File: src/rtl/pipe_ctrl_if.sv
// Datapath <-> sequencing-controller bundle: hazard/memory status in, pipeline-register controls out.
// master = controller side, slave = datapath side.
interface pipe_ctrl_if;
  logic [4:0] id_rs;
  logic [4:0] id_rt;
  logic       id_uses_rs;
  logic       id_uses_rt;
  logic       ex_mem_read;
  logic       ex_reg_write;
  logic [4:0] ex_rw;
  logic       ex_branch_taken;
  logic       mem_req;
  logic       mem_ready;

  logic       pc_en;
  logic       ifid_en;
  logic       ifid_flush;
  logic       idex_en;
  logic       idex_flush;
  logic       exmem_en;
  logic       memwb_flush;

  modport master (
    input  id_rs, id_rt, id_uses_rs, id_uses_rt,
    input  ex_mem_read, ex_reg_write, ex_rw, ex_branch_taken,
    input  mem_req, mem_ready,
    output pc_en, ifid_en, ifid_flush, idex_en, idex_flush, exmem_en, memwb_flush
  );

  modport slave (
    output id_rs, id_rt, id_uses_rs, id_uses_rt,
    output ex_mem_read, ex_reg_write, ex_rw, ex_branch_taken,
    output mem_req, mem_ready,
    input  pc_en, ifid_en, ifid_flush, idex_en, idex_flush, exmem_en, memwb_flush
  );
endinterface

File: src/rtl/pipe_ctrl.sv
// 5-stage pipeline sequencer: load-use bubbles, branch flushes, memory freeze with timeout, stall counter.
// Controls are combinational (0-cycle); state/mem_err/stall_count update one edge later.
module pipe_ctrl #(
  parameter int MEM_TIMEOUT = 16,
  parameter int CNT_W       = 32
) (
  input  logic             clock,
  input  logic             reset,
  pipe_ctrl_if.master      bus,
  output logic [1:0]       state,
  output logic             mem_err,
  output logic [CNT_W-1:0] stall_count
);

  typedef enum logic [1:0] {
    RUN      = 2'b00,
    MEM_WAIT = 2'b01,
    ERR      = 2'b10
  } state_e;

  localparam logic [7:0] WAIT_LAST = 8'(MEM_TIMEOUT - 1);

  state_e           state_q, state_d;
  logic [7:0]       wait_cnt_q, wait_cnt_d;
  logic             mem_err_q, mem_err_d;
  logic [CNT_W-1:0] stall_cnt_q, stall_cnt_d;

  logic mwait;
  logic lu;
  logic br;
  logic rs_hit;
  logic rt_hit;

  assign mwait  = bus.mem_req & ~bus.mem_ready;
  assign rs_hit = bus.id_uses_rs & (bus.id_rs == bus.ex_rw);
  assign rt_hit = bus.id_uses_rt & (bus.id_rt == bus.ex_rw);
  assign lu     = bus.ex_mem_read & bus.ex_reg_write & (bus.ex_rw != 5'd0) & (rs_hit | rt_hit);
  assign br     = bus.ex_branch_taken;

  // Control decode: reset > ERR > memory freeze > branch flush > load-use bubble.
  always_comb begin
    bus.pc_en       = 1'b1;
    bus.ifid_en     = 1'b1;
    bus.ifid_flush  = 1'b0;
    bus.idex_en     = 1'b1;
    bus.idex_flush  = 1'b0;
    bus.exmem_en    = 1'b1;
    bus.memwb_flush = 1'b0;
    if (reset) begin
      bus.ifid_flush  = 1'b1;
      bus.idex_flush  = 1'b1;
      bus.memwb_flush = 1'b1;
    end else if (state_q == ERR || mwait) begin
      bus.pc_en       = 1'b0;
      bus.ifid_en     = 1'b0;
      bus.idex_en     = 1'b0;
      bus.exmem_en    = 1'b0;
      bus.memwb_flush = 1'b1;
    end else if (br) begin
      bus.ifid_flush = 1'b1;
      bus.idex_flush = 1'b1;
    end else if (lu) begin
      bus.pc_en      = 1'b0;
      bus.ifid_en    = 1'b0;
      bus.idex_flush = 1'b1;
    end
  end

  // Next state; a ready in the final wait cycle beats the timeout.
  always_comb begin
    state_d    = state_q;
    wait_cnt_d = wait_cnt_q;
    mem_err_d  = mem_err_q;
    unique case (state_q)
      RUN: begin
        if (mwait) begin
          state_d    = MEM_WAIT;
          wait_cnt_d = 8'd1;
        end
      end
      MEM_WAIT: begin
        if (bus.mem_ready) begin
          state_d    = RUN;
          wait_cnt_d = 8'd0;
        end else if (wait_cnt_q == WAIT_LAST) begin
          state_d   = ERR;
          mem_err_d = 1'b1;
        end else begin
          wait_cnt_d = wait_cnt_q + 8'd1;
        end
      end
      ERR: begin
        state_d = ERR;
      end
      default: begin
        state_d = ERR;
      end
    endcase
  end

  always_comb begin
    stall_cnt_d = stall_cnt_q;
    if (!bus.pc_en && stall_cnt_q != {CNT_W{1'b1}}) begin
      stall_cnt_d = stall_cnt_q + 1'b1;
    end
  end

  always_ff @(posedge clock) begin
    if (reset) begin
      state_q     <= RUN;
      wait_cnt_q  <= 8'd0;
      mem_err_q   <= 1'b0;
      stall_cnt_q <= '0;
    end else begin
      state_q     <= state_d;
      wait_cnt_q  <= wait_cnt_d;
      mem_err_q   <= mem_err_d;
      stall_cnt_q <= stall_cnt_d;
    end
  end

  assign state       = state_q;
  assign mem_err     = mem_err_q;
  assign stall_count = stall_cnt_q;

endmodule

File: src/flat_wrapper.sv
// flat-port wrapper written by rule: the top's interface ports become plain ports
module pipe_ctrl_flat 
#(
  parameter int MEM_TIMEOUT = 16,
  parameter int CNT_W       = 32
)
  (clock, reset, state, mem_err, stall_count, bus_id_rs, bus_id_rt, bus_id_uses_rs, bus_id_uses_rt, bus_ex_mem_read, bus_ex_reg_write, bus_ex_rw, bus_ex_branch_taken, bus_mem_req, bus_mem_ready, bus_pc_en, bus_ifid_en, bus_ifid_flush, bus_idex_en, bus_idex_flush, bus_exmem_en, bus_memwb_flush);
  pipe_ctrl_if bus_i ();
  input  logic clock;
  input  logic reset;
  output logic [1:0] state;
  output logic mem_err;
  output logic [CNT_W-1:0] stall_count;
  input wire logic [$bits(bus_i.id_rs)-1:0] bus_id_rs;
  input wire logic [$bits(bus_i.id_rt)-1:0] bus_id_rt;
  input wire logic [$bits(bus_i.id_uses_rs)-1:0] bus_id_uses_rs;
  input wire logic [$bits(bus_i.id_uses_rt)-1:0] bus_id_uses_rt;
  input wire logic [$bits(bus_i.ex_mem_read)-1:0] bus_ex_mem_read;
  input wire logic [$bits(bus_i.ex_reg_write)-1:0] bus_ex_reg_write;
  input wire logic [$bits(bus_i.ex_rw)-1:0] bus_ex_rw;
  input wire logic [$bits(bus_i.ex_branch_taken)-1:0] bus_ex_branch_taken;
  input wire logic [$bits(bus_i.mem_req)-1:0] bus_mem_req;
  input wire logic [$bits(bus_i.mem_ready)-1:0] bus_mem_ready;
  output wire logic [$bits(bus_i.pc_en)-1:0] bus_pc_en;
  output wire logic [$bits(bus_i.ifid_en)-1:0] bus_ifid_en;
  output wire logic [$bits(bus_i.ifid_flush)-1:0] bus_ifid_flush;
  output wire logic [$bits(bus_i.idex_en)-1:0] bus_idex_en;
  output wire logic [$bits(bus_i.idex_flush)-1:0] bus_idex_flush;
  output wire logic [$bits(bus_i.exmem_en)-1:0] bus_exmem_en;
  output wire logic [$bits(bus_i.memwb_flush)-1:0] bus_memwb_flush;
  assign bus_i.id_rs = bus_id_rs;
  assign bus_i.id_rt = bus_id_rt;
  assign bus_i.id_uses_rs = bus_id_uses_rs;
  assign bus_i.id_uses_rt = bus_id_uses_rt;
  assign bus_i.ex_mem_read = bus_ex_mem_read;
  assign bus_i.ex_reg_write = bus_ex_reg_write;
  assign bus_i.ex_rw = bus_ex_rw;
  assign bus_i.ex_branch_taken = bus_ex_branch_taken;
  assign bus_i.mem_req = bus_mem_req;
  assign bus_i.mem_ready = bus_mem_ready;
  assign bus_pc_en = bus_i.pc_en;
  assign bus_ifid_en = bus_i.ifid_en;
  assign bus_ifid_flush = bus_i.ifid_flush;
  assign bus_idex_en = bus_i.idex_en;
  assign bus_idex_flush = bus_i.idex_flush;
  assign bus_exmem_en = bus_i.exmem_en;
  assign bus_memwb_flush = bus_i.memwb_flush;
  pipe_ctrl #(.MEM_TIMEOUT(MEM_TIMEOUT), .CNT_W(CNT_W)) u_core (.clock(clock), .reset(reset), .bus(bus_i), .state(state), .mem_err(mem_err), .stall_count(stall_count));
endmodule
File: config.mk
export PLATFORM = sky130hd
export DESIGN_NAME = pipe_ctrl_flat
export DESIGN_NICKNAME = d
export VERILOG_FILES = /design/src/rtl/pipe_ctrl_if.sv /design/src/rtl/pipe_ctrl.sv /design/src/flat_wrapper.sv
export SDC_FILE = /design/constraint.sdc
export NUM_CORES = 1
export LEC_CHECK = 0
export CAP_MARGIN = 15
export CORE_MARGIN = 10
export CORE_UTILIZATION = 45
export DETAILED_ROUTE_END_ITERATION = 16
export DONT_BUFFER_PORTS = 1
export PLACE_DENSITY = 0.73
export SETUP_SLACK_MARGIN = 0.15
export SLEW_MARGIN = 20
export SYNTH_ARGS = -nofsm -noshare
export SYNTH_HDL_FRONTEND = slang
export SYNTH_SLANG_ARGS = --single-unit
export TNS_END_PERCENT = 20
File: constraint.sdc
create_clock -name clock -period 2.8 [get_ports clock]
set_clock_uncertainty 0.1 [all_clocks]
set_input_delay 0.84 -clock clock [delete_from_list [all_inputs] [get_ports clock]]
set_output_delay 0.84 -clock clock [all_outputs]
set_load 0.05 [all_outputs]
After elaboration in Yosys (flattened, before gate mapping)
Cells that the tools add are included.
{"block": "op_classes", "addsub": 2, "mul": 0, "div_mod_pow": 0, "n_lt_le_gt_ge": 0, "n_eq_ne": 9, "shift": 0, "muxes": 23, "bitwise_logic": 8, "n_reduce_logical": 9}
{"op": "$add 32x1->32 const B", "n": 1}
{"op": "$ne 32x32->1 const B", "n": 1}
{"op": "$mux 8", "n": 3}
{"op": "$pmux 8 s2", "n": 1}
{"op": "$mux 1", "n": 15}
{"op": "$eq 5x5->1", "n": 2}
{"op": "$add 8x1->8 const B", "n": 1}
{"op": "$eq 8x4->1 const B", "n": 1}
{"op": "$and 1x1->1", "n": 6}
{"op": "$mux 2", "n": 3}
{"op": "$reduce_and 3->1", "n": 2}
{"op": "$reduce_bool 5->1", "n": 1}
{"op": "$pmux 2 s2", "n": 1}
{"op": "$ne 3x2->1 const B", "n": 1}
{"op": "$ne 3x3->1 const B", "n": 1}
{"op": "$eq 2x1->1 const B", "n": 1}
{"op": "$eq 2x2->1 const B", "n": 1}
{"op": "$logic_not 2->1", "n": 1}
{"op": "$ne 2x1->1 const B", "n": 1}
{"op": "$reduce_and 2->1", "n": 1}
{"op": "$reduce_bool 2->1", "n": 1}
{"op": "$logic_and 1x1->1", "n": 1}
{"op": "$logic_not 1->1", "n": 1}
{"op": "$logic_or 1x1->1", "n": 1}
{"op": "other kinds (2)", "n": 2}
{"block": "totals", "register_bits": 43, "latch_bits": 0, "ram_bits": 0, "romBits": 0, "inputBits": 24, "output_inout_bits": 42, "wordCells": 55, "n_memories": 0}

Logic depth before layout (Yosys ltp)
{"block": "logic_depth", "depth_word": 10, "mapped_depth": 9, "mapped_depth_nobuf": 7}

Worst setup path after synthesis
Ideal clock, no wire load.
{"block": "synth_timing", "path_kind": "input -> output", "start": "input port bus_ex_rw[0]", "end": "output port bus_pc_en", "arrival_ns": 2.421, "t_required_ns": 1.860, "path_slack_ns": -0.561, "stages": 5, "n_path_buf": 1, "path_cell_list": "or3_1 -> o311a_1 -> a21o_1 -> nand2_1 -> buf_4"}
{"block": "synth_between", "elab_chain_cells": 8}
{"item": "from (decl)", "line_no": "flat_wrapper.sv:20", "source": "input wire logic [$bits(bus_i.ex_rw)-1:0] bus_ex_rw;"}
{"item": "$eq 5x5->1 (on tied branches)", "line_no": "pipe_ctrl.sv:35, pipe_ctrl.sv:36"}
{"item": "$and 1x1->1 (on tied branches)", "line_no": "pipe_ctrl.sv:35, pipe_ctrl.sv:36"}
{"item": "$or 1x1->1", "line_no": "pipe_ctrl.sv:37", "source": "assign lu = bus.ex_mem_read & bus.ex_reg_write & (bus.ex_rw != 5'd0) & (rs_hit | rt_hit);"}
{"item": "$and 1x1->1 (*)", "line_no": "pipe_ctrl.sv:37"}
{"item": "$mux 1 (*) (4 in series)"}
{"item": "to (decl)", "line_no": "flat_wrapper.sv:24", "source": "output wire logic [$bits(bus_i.pc_en)-1:0] bus_pc_en;"}
Every way passes the cells marked *; elsewhere a longest branch is shown, timed or not.

Worst setup path in the final report
Same ends and word-level chain as after synthesis.

==> impl_metrics.yaml <==
yosys:
  async_reset_ff_share_pct: 0
  syn_area_um2: 2310
  ys_warn_count: 0
  netlist_instances: 280
  ys.flop_type: "dfxtp_1"
  synth_edf_count: 0
  ys_seq_area_share_pct: 37.2
  ys_types: 49
  ys_seq_elements: 43
  synth.avg_cell_area_um2: 8.26
  syn-num-nets: 306
timing:
  finalHoldViolCount: 0
  setup_slack_ns: -0.0857
  setup_viol: 2
  tightest_slew_ns: 0.519
  slew_headroom_pct: 65.3
  fmax_mhz: 347
  hold_ws_ns: 0.381
  rsz0062_at_grt: "yes"
  min_period_ns: 2.89
  fin_crit_sh_pct: 103
  slew_violations: 0
critical_path:
  cp_cell_sequence: "or3_1, o311a_1, a21o_4, nand2_8"
  end_kind: "primary output"
  critPathMaxStageDelay_ns: 0.36
  required_ns: 1.86
  cp.arrival_ns: 1.95
  cp_slowest_cell: "or3_1"
  path_buf_inv: 0
  worstSetupPathType: "in -> out"
  crit_family: "compound AO/OA/AOI/OAI gates"
  cp-start-kind: "input port"
  cp_max_fo: 3
global_route:
  grt_usage_pct: 14.7
  grt_pass1_vias: 2111
  grt_overflow: 0
  antenna_found_initial: 0
  grt_pass1_wl_mm: 10.4
  grt_max_degree: 40
finish:
  final_cell_mix: "buf_4 (46), dfxtp_1 (43), a21oi_1 (26), nor2_1 (21), nand2_1 (20)"
  n_antenna_cell: 0
  nNetsFinal: 347
  regArea_um2: 861
  fillers: 460
  layout-drive-gt1-share_pct: 20.6
  area_growth_pct: 21.8
  fin_area_um2: 2820
  final_common_cell: "buf_4"
  multiInputGateArea_um2: 1370
pwr:
  p_clk_share_pct: 39.9
  p_leak_nw: 0.976
  vdd_drop_max_mv: 0.214
  seqPwrFrac_pct: 52.2
  netSwitchingFraction_pct: 22.9
  p_sw_mw: 0.271
  powerDensity_nw_per_um2: 419
  combPwrFrac_pct: 7.9
  internal-power_mw: 0.910
cts:
  cts_setup_buffers: 0
  htree_num_levels: 2
  clock_latency_ns: 0.30
  clock-sinks: 43
  cts_tree: "yes"
  cts_made_buffers: 5
  clk_pin_slew_ns: 0.08
  clock_path_buffers: 2
  cts_root_buf: "clkbuf_8"
routing:
  drtIter0Drc: 88
  vias: 2276
  wl_per_cell_um: 15.9
  viasPerCell: 5.82
  ant_nets: 0
  route.detailed.drc: 0
  first_pass_iters: 4
  routed_wl_mm: 6.21
placement:
  pre_cts_slack_ns: -0.180
  gp_congestion: 0.805
  port_buffers: 0
  place_area_um2: 2690
  dp_hpwl_mm: 4.72
die:
  die_w_um: 91.7
  core_um2: 5040
  die_area_um2: 8410
  start_util_pct: 45.9
  fp.dieH_um: 91.7
  ioPinCount: 66
  row_count: 26
job:
  cap_violations: 0
status:
  outcome: "finished, violations left"
  failed_checks: "negative setup slack"
hold_path:
  hold_path_class: "reg -> reg"
-- repair_timing --
item	in CTS	in global routing
endpoints found under the setup margin	3	5
endpoints found under the hold margin	0	0
resized for setup	3	0
cloned	0	0
hold buffers	0	0
pin swaps	1	0
-- final cells by class --
cell class,instances,area share [%]
inverter,6,0.800
clock inverter,2,1.33
sequential,43,30.6
tap,70,3.11
multi-input combinational,218,48.8
timing repair buffer,47,13.0
clock buffer,5,2.44
-- sequential cells by signal, summed over array words and instances, names as in the netlist --
signal	flops
u_core.stall_count	32
u_core.wait_cnt_q	8
u_core.state	2
u_core.mem_err	1
-- synth_stat cells (2+ instances only) --
library cell	count	share of area, %
nand3_1	15	3.2
buf_2	3	0.65
or4_1	6	1.9
nor4_1	5	1.4
dfxtp_1	43	37
and3_1	4	1.1
nand2b_1	2	0.54
mux2i_1	3	1.3
nor2_1	21	3.4
buf_4	2	0.65
buf_6	3	1.5
and4_1	2	0.76
o21ai_1	4	0.87
o41ai_1	3	1.1
or3_1	19	5.1
nor2b_1	4	1.1
ha_1	2	1.1
a21oi_1	27	5.8
o31ai_1	6	1.9
nor3_1	5	1.1
mux2_1	2	0.97
xor2_1	3	1.1
clkbuf_1	5	0.81
o311ai_0	2	0.76
xnor2_1	13	4.9
inv_1	6	0.97
o21ai_0	16	3.5
nand4_1	13	3.5
nand2_1	21	3.4
-- worst min-delay path, stage by stage, from the launching register on --
cell and delay (ns):
dfxtp_1 0.33, nand2_1 0.05, a21oi_1 0.06
-- power by group through the flow --
stage               sequential, mW  combinational [mW]  clock (mW)
global placement             0.631              0.0897           0
floorplan                    0.635              0.0740           0
finish                       0.616              0.0935       0.472
global route                 0.617               0.101       0.518
detailed placement           0.631              0.0911           0
CTS                          0.616              0.0943       0.487
-- worst paths after layout --
| kind | from | end | slack [ns] | cells after the start |
|---|---|---|---|---|
| worst max-delay path | bus_ex_rw[0] | bus_pc_en | -0.09 | 4 |
| worst min-delay path | u_core.wait_cnt_q[1] | u_core.wait_cnt_q[1] | 0.38 | 2 |
| worst max register to register | u_core.stall_count[0] | u_core.stall_count[14] | 0.41 | 8 |
| worst min register to register | u_core.wait_cnt_q[1] | u_core.wait_cnt_q[1] | 0.38 | 2 |
-- kinds of logic (layout without fill, tap and decap cells) --
group                      count (synthesis)  in the layout  share of synthesized area [%]
xor gates and xnor gates                  16             16                           6.06
AOI/OAI and AO/OA                         67             67                           17.5
DFF                                       43             43                           37.2
buffers and inverters                     19             60                           4.54
and+or+nand+nor                          127            127                           30.8
adders and majority gates                  2              2                           1.08
muxes                                      6              6                           2.76
-- metal layers --
layer	track usage [%]	up-vias	routed length (um)
met3	7.01	5	589
met2	23.5	56	3090
met5	0	-	0
met4	4.70	0	69
met1	17.0	1093	2460
li1	-	1122	-
-- per-stage QoR --
step           util, %  cells  TNS, ns  power [mW]
2_1_floorplan        -    280   -0.272       0.709
3_3_place_gp      53.4    384   -0.339       0.720
3_5_place_dp      53.4    384   -0.360       0.722
4_1_cts           55.9    391   -0.181        1.20
5_1_grt           55.9    391   -0.284        1.24
6_report          55.9    391   -0.171        1.18
No activity file was read; power rests on OpenSTA's default activity.
